$ cat src/rtl/wormhole_arbiter_5_if.sv
// Allocator-side bundle for one router output port: requests, tails and flits in,
// one-hot select, muxed flit and pop pulses out.
interface wormhole_arbiter_5_if #(
  parameter int DATA_WIDTH = 4
);
  logic [4:0]              req_i;
  logic [4:0]              tail_i;
  logic [5*DATA_WIDTH-1:0] flit_i;
  logic                    out_ready_i;
  logic [4:0]              sel_o;
  logic                    out_valid_o;
  logic [DATA_WIDTH-1:0]   out_flit_o;
  logic [4:0]              ack_o;

  modport slave (
    input  req_i, tail_i, flit_i, out_ready_i,
    output sel_o, out_valid_o, out_flit_o, ack_o
  );

  modport master (
    output req_i, tail_i, flit_i, out_ready_i,
    input  sel_o, out_valid_o, out_flit_o, ack_o
  );
endinterface

$ cat src/rtl/wormhole_arbiter_5.sv
// Per-output wormhole switch allocator: round-robin over 5 inputs, packet-locked
// grant released on tail transfer with same-cycle re-arbitration.
module wormhole_arbiter_5 #(
  parameter int DATA_WIDTH = 4,
  parameter int PTR_INIT   = 0
) (
  input  logic                 clk,
  input  logic                 rst,
  wormhole_arbiter_5_if.slave  bus
);

  typedef enum logic {IDLE, LOCKED} state_e;

  localparam logic [2:0] PTR_RST = 3'(PTR_INIT);

  state_e     state_q;
  logic [4:0] sel_q;
  logic [2:0] ptr_q;

  logic [4:0]            hit;
  logic                  xfer;
  logic                  tail_xfer;
  logic [2:0]            g_idx;
  logic [2:0]            ptr_d;
  logic [4:0]            others;
  logic [4:0]            gnt_idle;
  logic [4:0]            gnt_tail;
  logic [DATA_WIDTH-1:0] flit_mux;

  // First set bit of req scanning upward from ptr, wrapping 4 -> 0.
  function automatic logic [4:0] rr_pick(input logic [4:0] req, input logic [2:0] ptr);
    logic [4:0] gnt;
    logic       found;
    int         idx;
    gnt   = '0;
    found = 1'b0;
    for (int i = 0; i < 5; i++) begin
      idx = int'(ptr) + i;
      if (idx >= 5) idx = idx - 5;
      if (!found && req[idx]) begin
        gnt[idx] = 1'b1;
        found    = 1'b1;
      end
    end
    return gnt;
  endfunction

  function automatic logic [2:0] onehot_idx(input logic [4:0] oh);
    logic [2:0] idx;
    idx = '0;
    for (int i = 0; i < 5; i++) begin
      if (oh[i]) idx = 3'(i);
    end
    return idx;
  endfunction

  always_comb begin
    hit       = sel_q & bus.req_i;
    xfer      = (|hit) & bus.out_ready_i;
    tail_xfer = xfer & (|(sel_q & bus.tail_i));
    g_idx     = onehot_idx(sel_q);
    ptr_d     = (g_idx == 3'd4) ? 3'd0 : g_idx + 3'd1;
    others    = bus.req_i & ~sel_q;
    gnt_idle  = rr_pick(bus.req_i, ptr_q);
    gnt_tail  = rr_pick(others, ptr_d);
    flit_mux  = '0;
    for (int k = 0; k < 5; k++) begin
      if (sel_q[k]) flit_mux = flit_mux | bus.flit_i[k*DATA_WIDTH +: DATA_WIDTH];
    end
  end

  assign bus.sel_o       = sel_q;
  assign bus.out_valid_o = |hit;
  assign bus.out_flit_o  = flit_mux;
  assign bus.ack_o       = xfer ? hit : 5'b0;

  // The pointer only advances past a finished packet, never on grant.
  always_ff @(posedge clk) begin
    if (rst) begin
      state_q <= IDLE;
      sel_q   <= 5'b0;
      ptr_q   <= PTR_RST;
    end else begin
      case (state_q)
        IDLE: begin
          if (|bus.req_i) begin
            sel_q   <= gnt_idle;
            state_q <= LOCKED;
          end
        end
        LOCKED: begin
          if (tail_xfer) begin
            ptr_q   <= ptr_d;
            sel_q   <= gnt_tail;
            state_q <= (|others) ? LOCKED : IDLE;
          end
        end
        default: begin
          state_q <= IDLE;
          sel_q   <= 5'b0;
        end
      endcase
    end
  end

endmodule

$ cat src/flat_wrapper.sv
// flat-port wrapper written by rule: the top's interface ports become plain ports
module wormhole_arbiter_5_flat 
#(
  parameter int DATA_WIDTH = 4,
  parameter int PTR_INIT   = 0
)
  (clk, rst, bus_req_i, bus_tail_i, bus_flit_i, bus_out_ready_i, bus_sel_o, bus_out_valid_o, bus_out_flit_o, bus_ack_o);
  wormhole_arbiter_5_if #(.DATA_WIDTH(DATA_WIDTH)) bus_i ();
  input  logic clk;
  input  logic rst;
  input wire logic [$bits(bus_i.req_i)-1:0] bus_req_i;
  input wire logic [$bits(bus_i.tail_i)-1:0] bus_tail_i;
  input wire logic [$bits(bus_i.flit_i)-1:0] bus_flit_i;
  input wire logic [$bits(bus_i.out_ready_i)-1:0] bus_out_ready_i;
  output wire logic [$bits(bus_i.sel_o)-1:0] bus_sel_o;
  output wire logic [$bits(bus_i.out_valid_o)-1:0] bus_out_valid_o;
  output wire logic [$bits(bus_i.out_flit_o)-1:0] bus_out_flit_o;
  output wire logic [$bits(bus_i.ack_o)-1:0] bus_ack_o;
  assign bus_i.req_i = bus_req_i;
  assign bus_i.tail_i = bus_tail_i;
  assign bus_i.flit_i = bus_flit_i;
  assign bus_i.out_ready_i = bus_out_ready_i;
  assign bus_sel_o = bus_i.sel_o;
  assign bus_out_valid_o = bus_i.out_valid_o;
  assign bus_out_flit_o = bus_i.out_flit_o;
  assign bus_ack_o = bus_i.ack_o;
  wormhole_arbiter_5 #(.DATA_WIDTH(DATA_WIDTH), .PTR_INIT(PTR_INIT)) u_core (.clk(clk), .rst(rst), .bus(bus_i));
endmodule
$ cat config.mk
export PLATFORM = sky130hd
export DESIGN_NAME = wormhole_arbiter_5_flat
export DESIGN_NICKNAME = d
export VERILOG_FILES = /design/src/rtl/wormhole_arbiter_5_if.sv /design/src/rtl/wormhole_arbiter_5.sv /design/src/flat_wrapper.sv
export SDC_FILE = /design/constraint.sdc
export NUM_CORES = 1
export LEC_CHECK = 0
export ABC_AREA = 1
export CAP_MARGIN = 10
export CORE_ASPECT_RATIO = 0.6
export CORE_MARGIN = 2
export CORE_UTILIZATION = 37
export DETAILED_ROUTE_END_ITERATION = 10
export GPL_TIMING_DRIVEN = 0
export MAX_ROUTING_LAYER = met4
export PLACE_DENSITY = 0.69
export SLEW_MARGIN = 20
export SYNTH_ARGS = -nofsm -noshare
export SYNTH_HDL_FRONTEND = slang
export SYNTH_SLANG_ARGS = --single-unit
$ cat constraint.sdc
create_clock -name clk -period 3.1 [get_ports clk]
set_input_delay 0.31 -clock clk [delete_from_list [all_inputs] [get_ports clk]]
set_output_delay 0.31 -clock clk [all_outputs]
set_load 0.005 [all_outputs]
==> flow_metrics.tcl, run 1 <==
set metrics [dict create \
    rsz0062_at_grt "no" \
    clkPwrFrac_pct 19.1 \
    setup-violations-final 0 \
    synthAdderAreaFrac_pct 9.57 \
    synthTopCellsByArea "nand2_1 23%, nand3_1 12%, ha_1 8.8%, nor2_1 8.5%, inv_1 8.2%" \
    synthFlopType "dfxtp_1" \
    synth-simple-area-share_pct 57.5 \
    cts_sinks 9 \
    htreeDepth 1 \
    cap_violations 0 \
    gr-usage-all-layers_pct 24.0 \
    required_ns 3.22 \
    path_max_fanout 11 \
    whs_ns 0.703 \
    use_met3_pct 7.90 \
    wirelength_microns 9420 \
    yosys.cell_count.top_type "nand2_1" \
    core_sq_um 7150 \
    nNetsFinal 621 \
    clock_skew_ns 0.00357 \
    p_leak_nw 1.69 \
    die_h_microns 70.1 \
    r2r_cells 18 \
    vias 3600 \
    gp_congestion 0.956 \
    crit_type "reg -> reg" \
    cts_tree "done" \
    drtAntennaViolNets 0 \
    drt-pass1-iter-count 6 \
    reg2reg_slack_ns 0.20 \
    ios 48 \
    synth.mux.area_fraction_pct 0 \
    hold_path.class "reg -> reg" \
    min_period_ns 2.90 \
    area_delta_synth_final_pct 26.0 \
    fp.dieArea_sq_um 8000 \
    ctsLongestPathBuffers 2 \
    rows 24 \
    cp-end-kind "register" \
    switchingPower_mw 0.611 \
    grt_pass1_vias 3078 \
    crit_path_start_kind "register" \
    use_met2_pct 32.2 \
    synthArstFlopShare_pct 0 \
    power_density_nw_per_um2 357 \
    syn_area_per_cell_sq_um 5.25 \
    arrival_ns 3.01 \
    netlist_instances 513 \
    synth_top_family_by_area "simple AND/OR/NAND/NOR gates" \
    initial_core_util_pct 37.7 \
    fin_crit_sh_pct 93.5 \
    irDropWorstVdd_mv 0.224 \
    root_buffer "clkbuf_16" \
    portBuffers 46 \
    p_comb_share_pct 69.3 \
    tightest_slew_ns 0.683 \
    synth-edff-count 0 \
    path_clk_slew_ns 0.04 \
    p_int_mw 0.600 \
    relSlewSlack_pct 54.5 \
    overflow 0 \
    outcome "finished clean" \
    seq_power_share_pct 11.6 \
    antenna_found_initial 0 \
    drt-initial-drc-count 461 \
    die_w_microns 114 \
    hold_buffers 0 \
    switching_share_pct 50.5 \
    ys_ff_latch 9 \
    synthTopCellsByCount "167 x nand2_1, 64 x nand3_1, 61 x nor2_1, 59 x inv_1, 26 x o21ai_0" \
    grt-busiest-layer "met1" \
    synth_xor_area_share_pct 0 \
    fmax_mhz 345 \
    wl_per_cell_microns 14.3 \
    cts_buffers 3 \
    synth_top_area_share_pct 23.3 \
    num_antenna_cells 0 \
    synth_compound_area_share_pct 14.0 \
    grt_pass1_wl_microns 15000 \
    dp_hpwl_microns 7760 \
    grt_max_degree 12 \
    synth_cell_types 33 \
    syn-cell-area_sq_um 2690 \
    drc 0 \
    yosysWarnings 0 \
    hold_viol 0 \
    fin_ws_ns 0.203 \
    viasPerCell 5.47 \
    pre_cts_slack_ns -0.0743 \
    yosysTopAreaCell "nand2_1" \
    insertion_delay_ns 0.24 \
    drive_above_1_share_pct 9.17 \
    use_met1_pct 35.4 \
    drv_slew 0 \
    hold_depth 3 \
    yosysSeqAreaShare_pct 6.69 \
]
## final timing paths
| path | from | endpoint |
|---|---|---|
| worst min-delay path | u_core.bus.sel_o[1] | u_core.bus.sel_o[1] |
| worst max-delay path | u_core.ptr_q[0] | u_core.bus.sel_o[0] |
| worst min register to register | u_core.bus.sel_o[1] | u_core.bus.sel_o[1] |
| worst max register to register | u_core.ptr_q[0] | u_core.bus.sel_o[0] |
## placed cells by master (no fill, tap or decap), types with 2 or more instances in the layout
| cell | n |
|---|---|
| nand2_1 | 165 |
| nand3_1 | 64 |
| inv_1 | 58 |
| nor2_1 | 58 |
| clkdlybuf4s50_1 | 46 |
| o21ai_0 | 25 |
| a21oi_1 | 22 |
| nand4_1 | 21 |
| ha_1 | 18 |
| nand2_2 | 12 |
| nor2_2 | 6 |
| nand3b_1 | 6 |
| dfxtp_1 | 6 |
| clkbuf_1 | 5 |
| nand3_2 | 5 |
| inv_2 | 4 |
| a22o_1 | 4 |
| o211ai_1 | 4 |
| buf_6 | 3 |
| nor2_4 | 3 |
| buf_4 | 3 |
| o21ai_1 | 3 |
| nor3_1 | 3 |
| conb_1 | 3 |
| clkbuf_16 | 3 |
| clkbuf_8 | 2 |
| o21ai_2 | 2 |
| dfxtp_2 | 2 |
## metrics by stage
| step | cell area [sq um] | power [mW] | TNS [ns] | util (%) | std cells |
|---|---|---|---|---|---|
| after floorplan | 2700 | 0.705 | 0 | - | 515 |
| after global placement | 3270 | 0.942 | -0.0390 | 45.8 | 652 |
| after detailed placement | 3270 | 0.951 | -0.217 | 45.8 | 652 |
| after CTS | 3370 | 1.19 | 0 | 47.2 | 658 |
| after global routing | 3390 | 1.31 | 0 | 47.5 | 658 |
| final | 3390 | 1.21 | 0 | 47.5 | 658 |
## per-layer routing
metal | vias to the layer above | part of all wire [%]
met1 | 1616 | 48
met4 | 0 | 0.74
met2 | 181 | 38
met3 | 14 | 13
met5 | - | 0
li1 | 1789 | -
## power groups by stage
stage | combinational, mW | sequential (mW) | clock, mW
4_1_cts | 0.816 | 0.140 | 0.233
5_1_grt | 0.933 | 0.141 | 0.240
2_1_floorplan | 0.566 | 0.139 | 0
6_report | 0.839 | 0.140 | 0.231
3_3_place_gp | 0.801 | 0.141 | 0
3_5_place_dp | 0.810 | 0.141 | 0
## critical path, cell delays in order (launching register included)
cell and delay, ns:
dfxtp_2 0.40, inv_2 0.05, clkbuf_8 0.17, ha_1 0.21, fa_1 0.43, nand2_2 0.17
nand2_1 0.09, nand2_2 0.13, inv_1 0.10, nor2_2 0.15, nand3_1 0.09, nand2_1 0.07
nor2_1 0.04, nand3_1 0.14, nor2_1 0.06, nor2_1 0.23, nand3_1 0.11, nand2_1 0.07
a21oi_1 0.06
## state kept, by name, indices dropped and copies added, names as in the netlist
signal            cells
u_core.state_q        1
u_core.bus.sel_o      5
u_core.ptr_q          3
## logic make-up after synthesis
group / count (synthesis)
other cells: 1
buf+inv: 74
fa+ha+maj: 20
flops: 9
compound gates: 64
simple gates: 345
## repair_timing
item                                    CTS  global route
endpoints found under the setup margin    5             5
gates resized for setup                   2            10
buffers inserted                          2             0
## area by class of cell
cell class                 instances  area, sq um
clock buffer                       4         78.8
fill                             767         3750
multi-input combinational        432         2210
timing repair buffer              48          475
sequential                         9          186
inverter                          63          240
tap                               91          114
buffer                            11         88.8
(Power assumes the default switching activity.)
==> run 2, diff against run 1 <==
CORE_UTILIZATION = 55   (was 37)
GPL_TIMING_DRIVEN = unset   (was 0)
PLACE_DENSITY = 0.92   (was 0.69)
==> flow_metrics.tcl, run 2 (synthesis results as in run 1) <==
set metrics [dict create \
    outcome "finished clean" \
    initial_core_util_pct 58.1 \
    grt_pass1_wl_microns 15200 \
    fin_crit_sh_pct 92.1 \
    cap_violations 0 \
    die_h_microns 58.2 \
    portBuffers 47 \
    hold_buffers 0 \
    htreeDepth 1 \
    ctsLongestPathBuffers 2 \
    arrival_ns 2.97 \
    wirelength_microns 9550 \
    fmax_mhz 350 \
    hold_viol 0 \
    cp-end-kind "register" \
    antenna_found_initial 0 \
    root_buffer "clkbuf_8" \
    ios 48 \
    core_sq_um 4640 \
    dp_hpwl_microns 7750 \
    p_leak_nw 1.67 \
    clock_skew_ns 0.00304 \
    setup-violations-final 0 \
    setup-tns-final_ns 0 \
    crit_path_start_kind "register" \
    drtAntennaViolNets 0 \
    final_cell_mix "167 x nand2_1, 64 x nand3_1, 61 x nor2_1" \
    overflow 0 \
    final_common_cell "nand2_1" \
    insertion_delay_ns 0.24 \
    viasPerCell 5.86 \
    crit_type "reg -> reg" \
    cp_cell_sequence "inv_1, buf_4, ha_1, nand2_1, nand2_2, nand2_1, nand2_1, inv_1, nor2_1, nand3_1, nand2_1, nor2_1, nand3_1, nor2_1, nor2_1, nand3_1, nand2_1, a21oi_1" \
    cts_buffers 3 \
    tightest_slew_ns 0.588 \
    die_w_microns 94.3 \
    nNetsFinal 620 \
    gp_congestion 0.997 \
    crit_path_max_incr_delay_ns 0.35 \
    grt_pass1_vias 3245 \
    path_clk_slew_ns 0.05 \
    path_max_fanout 8 \
    gr-usage-all-layers_pct 36.5 \
    area_delta_synth_final_pct 22.1 \
    power_density_nw_per_um2 342 \
    hold_path.class "reg -> reg" \
    rsz0062_at_grt "no" \
    drt-pass1-iter-count 6 \
    largest_reg_flops 5 \
    relSlewSlack_pct 60.4 \
    drc 0 \
    drt-initial-drc-count 607 \
    drv_slew 0 \
    num_antenna_cells 0 \
    wl_per_cell_microns 15.2 \
    grt_max_degree 17 \
    cts_sinks 9 \
    irDropWorstVdd_mv 0.298 \
    post_cts_buffers 0 \
    vias 3689 \
    cts_resized 0 \
    fp.dieArea_sq_um 5490 \
    drive_above_1_share_pct 7.77 \
    cpMaxStageDelayCell "ha_1" \
    rows 19 \
    required_ns 3.22 \
    cts_tree "done" \
    cp_common_cell "nand2_1" \
    min_period_ns 2.85 \
    whs_ns 0.644 \
]
[run 2: cell count changes in the layout (fill, tap and decap cells not counted), moves of 3 or more]
| cell | delta |
|---|---|
| clkbuf_1 | -4 |
| buf_6 | -3 |
| nor2_1 | +3 |
| dfxtp_1 | +3 |
| nor2_2 | -3 |
| buf_4 | +8 |
| clkbuf_16 | -3 |
[run 2: critical path, delay by kind of cell, from the launching register on]
| kind | cells | cell delay [ns] |
|---|---|---|
| AO/OA/AOI/OAI | 1 | 0.05 |
| buffers and inverters | 3 | 0.45 |
| flip-flops | 1 | 0.32 |
| AND/OR/NAND/NOR | 13 | 1.56 |
| adder cells (fa/ha/maj) | 1 | 0.35 |
[run 2: worst paths after layout]
check        slack [ns]  cells after the start             from                   to
min                0.64                      2  u_core.ptr_q[2]      u_core.ptr_q[2]
max reg2reg        0.25                     18  u_core.ptr_q[1]  u_core.bus.sel_o[1]
max                0.25                     18  u_core.ptr_q[1]  u_core.bus.sel_o[1]
min reg2reg        0.64                      2  u_core.ptr_q[2]      u_core.ptr_q[2]
[run 2: final cells by class]
cell class	count	area, sq um
timing repair buffer	58	553
inverter	63	236
sequential	9	180
fill	444	1350
tap	63	78.8
multi-input combinational	432	2190
clock buffer	4	45.0
[run 2: layer usage]
layer / wire length, microns / global-route usage, % / vias to the layer above
met5: 0 / - / -
met3: 1690 / 9.23 / 10
met2: 3670 / 53.2 / 288
met4: 87 / 6.00 / 0
li1: - / - / 1787
met1: 4110 / 51.8 / 1604
[run 2: metrics by stage]
step	cells	area, sq um	power (mW)	util, %	setup slack [ns]
floorplan	515	2700	0.705	-	0.576
global placement	625	3240	0.930	70.0	0.424
detailed placement	625	3240	0.944	70.0	0.366
CTS	629	3290	1.09	70.9	0.342
global route	629	3290	1.21	70.9	0.0468
finish	629	3290	1.12	70.9	0.246
[run 2: power breakdown]
group,switching (mW),total (mW),internal [mW]
Combinational,0.532,0.827,0.295
Clock,0.0548,0.145,0.0904
Sequential,0.0249,0.152,0.127
Total,0.611,1.12,0.512
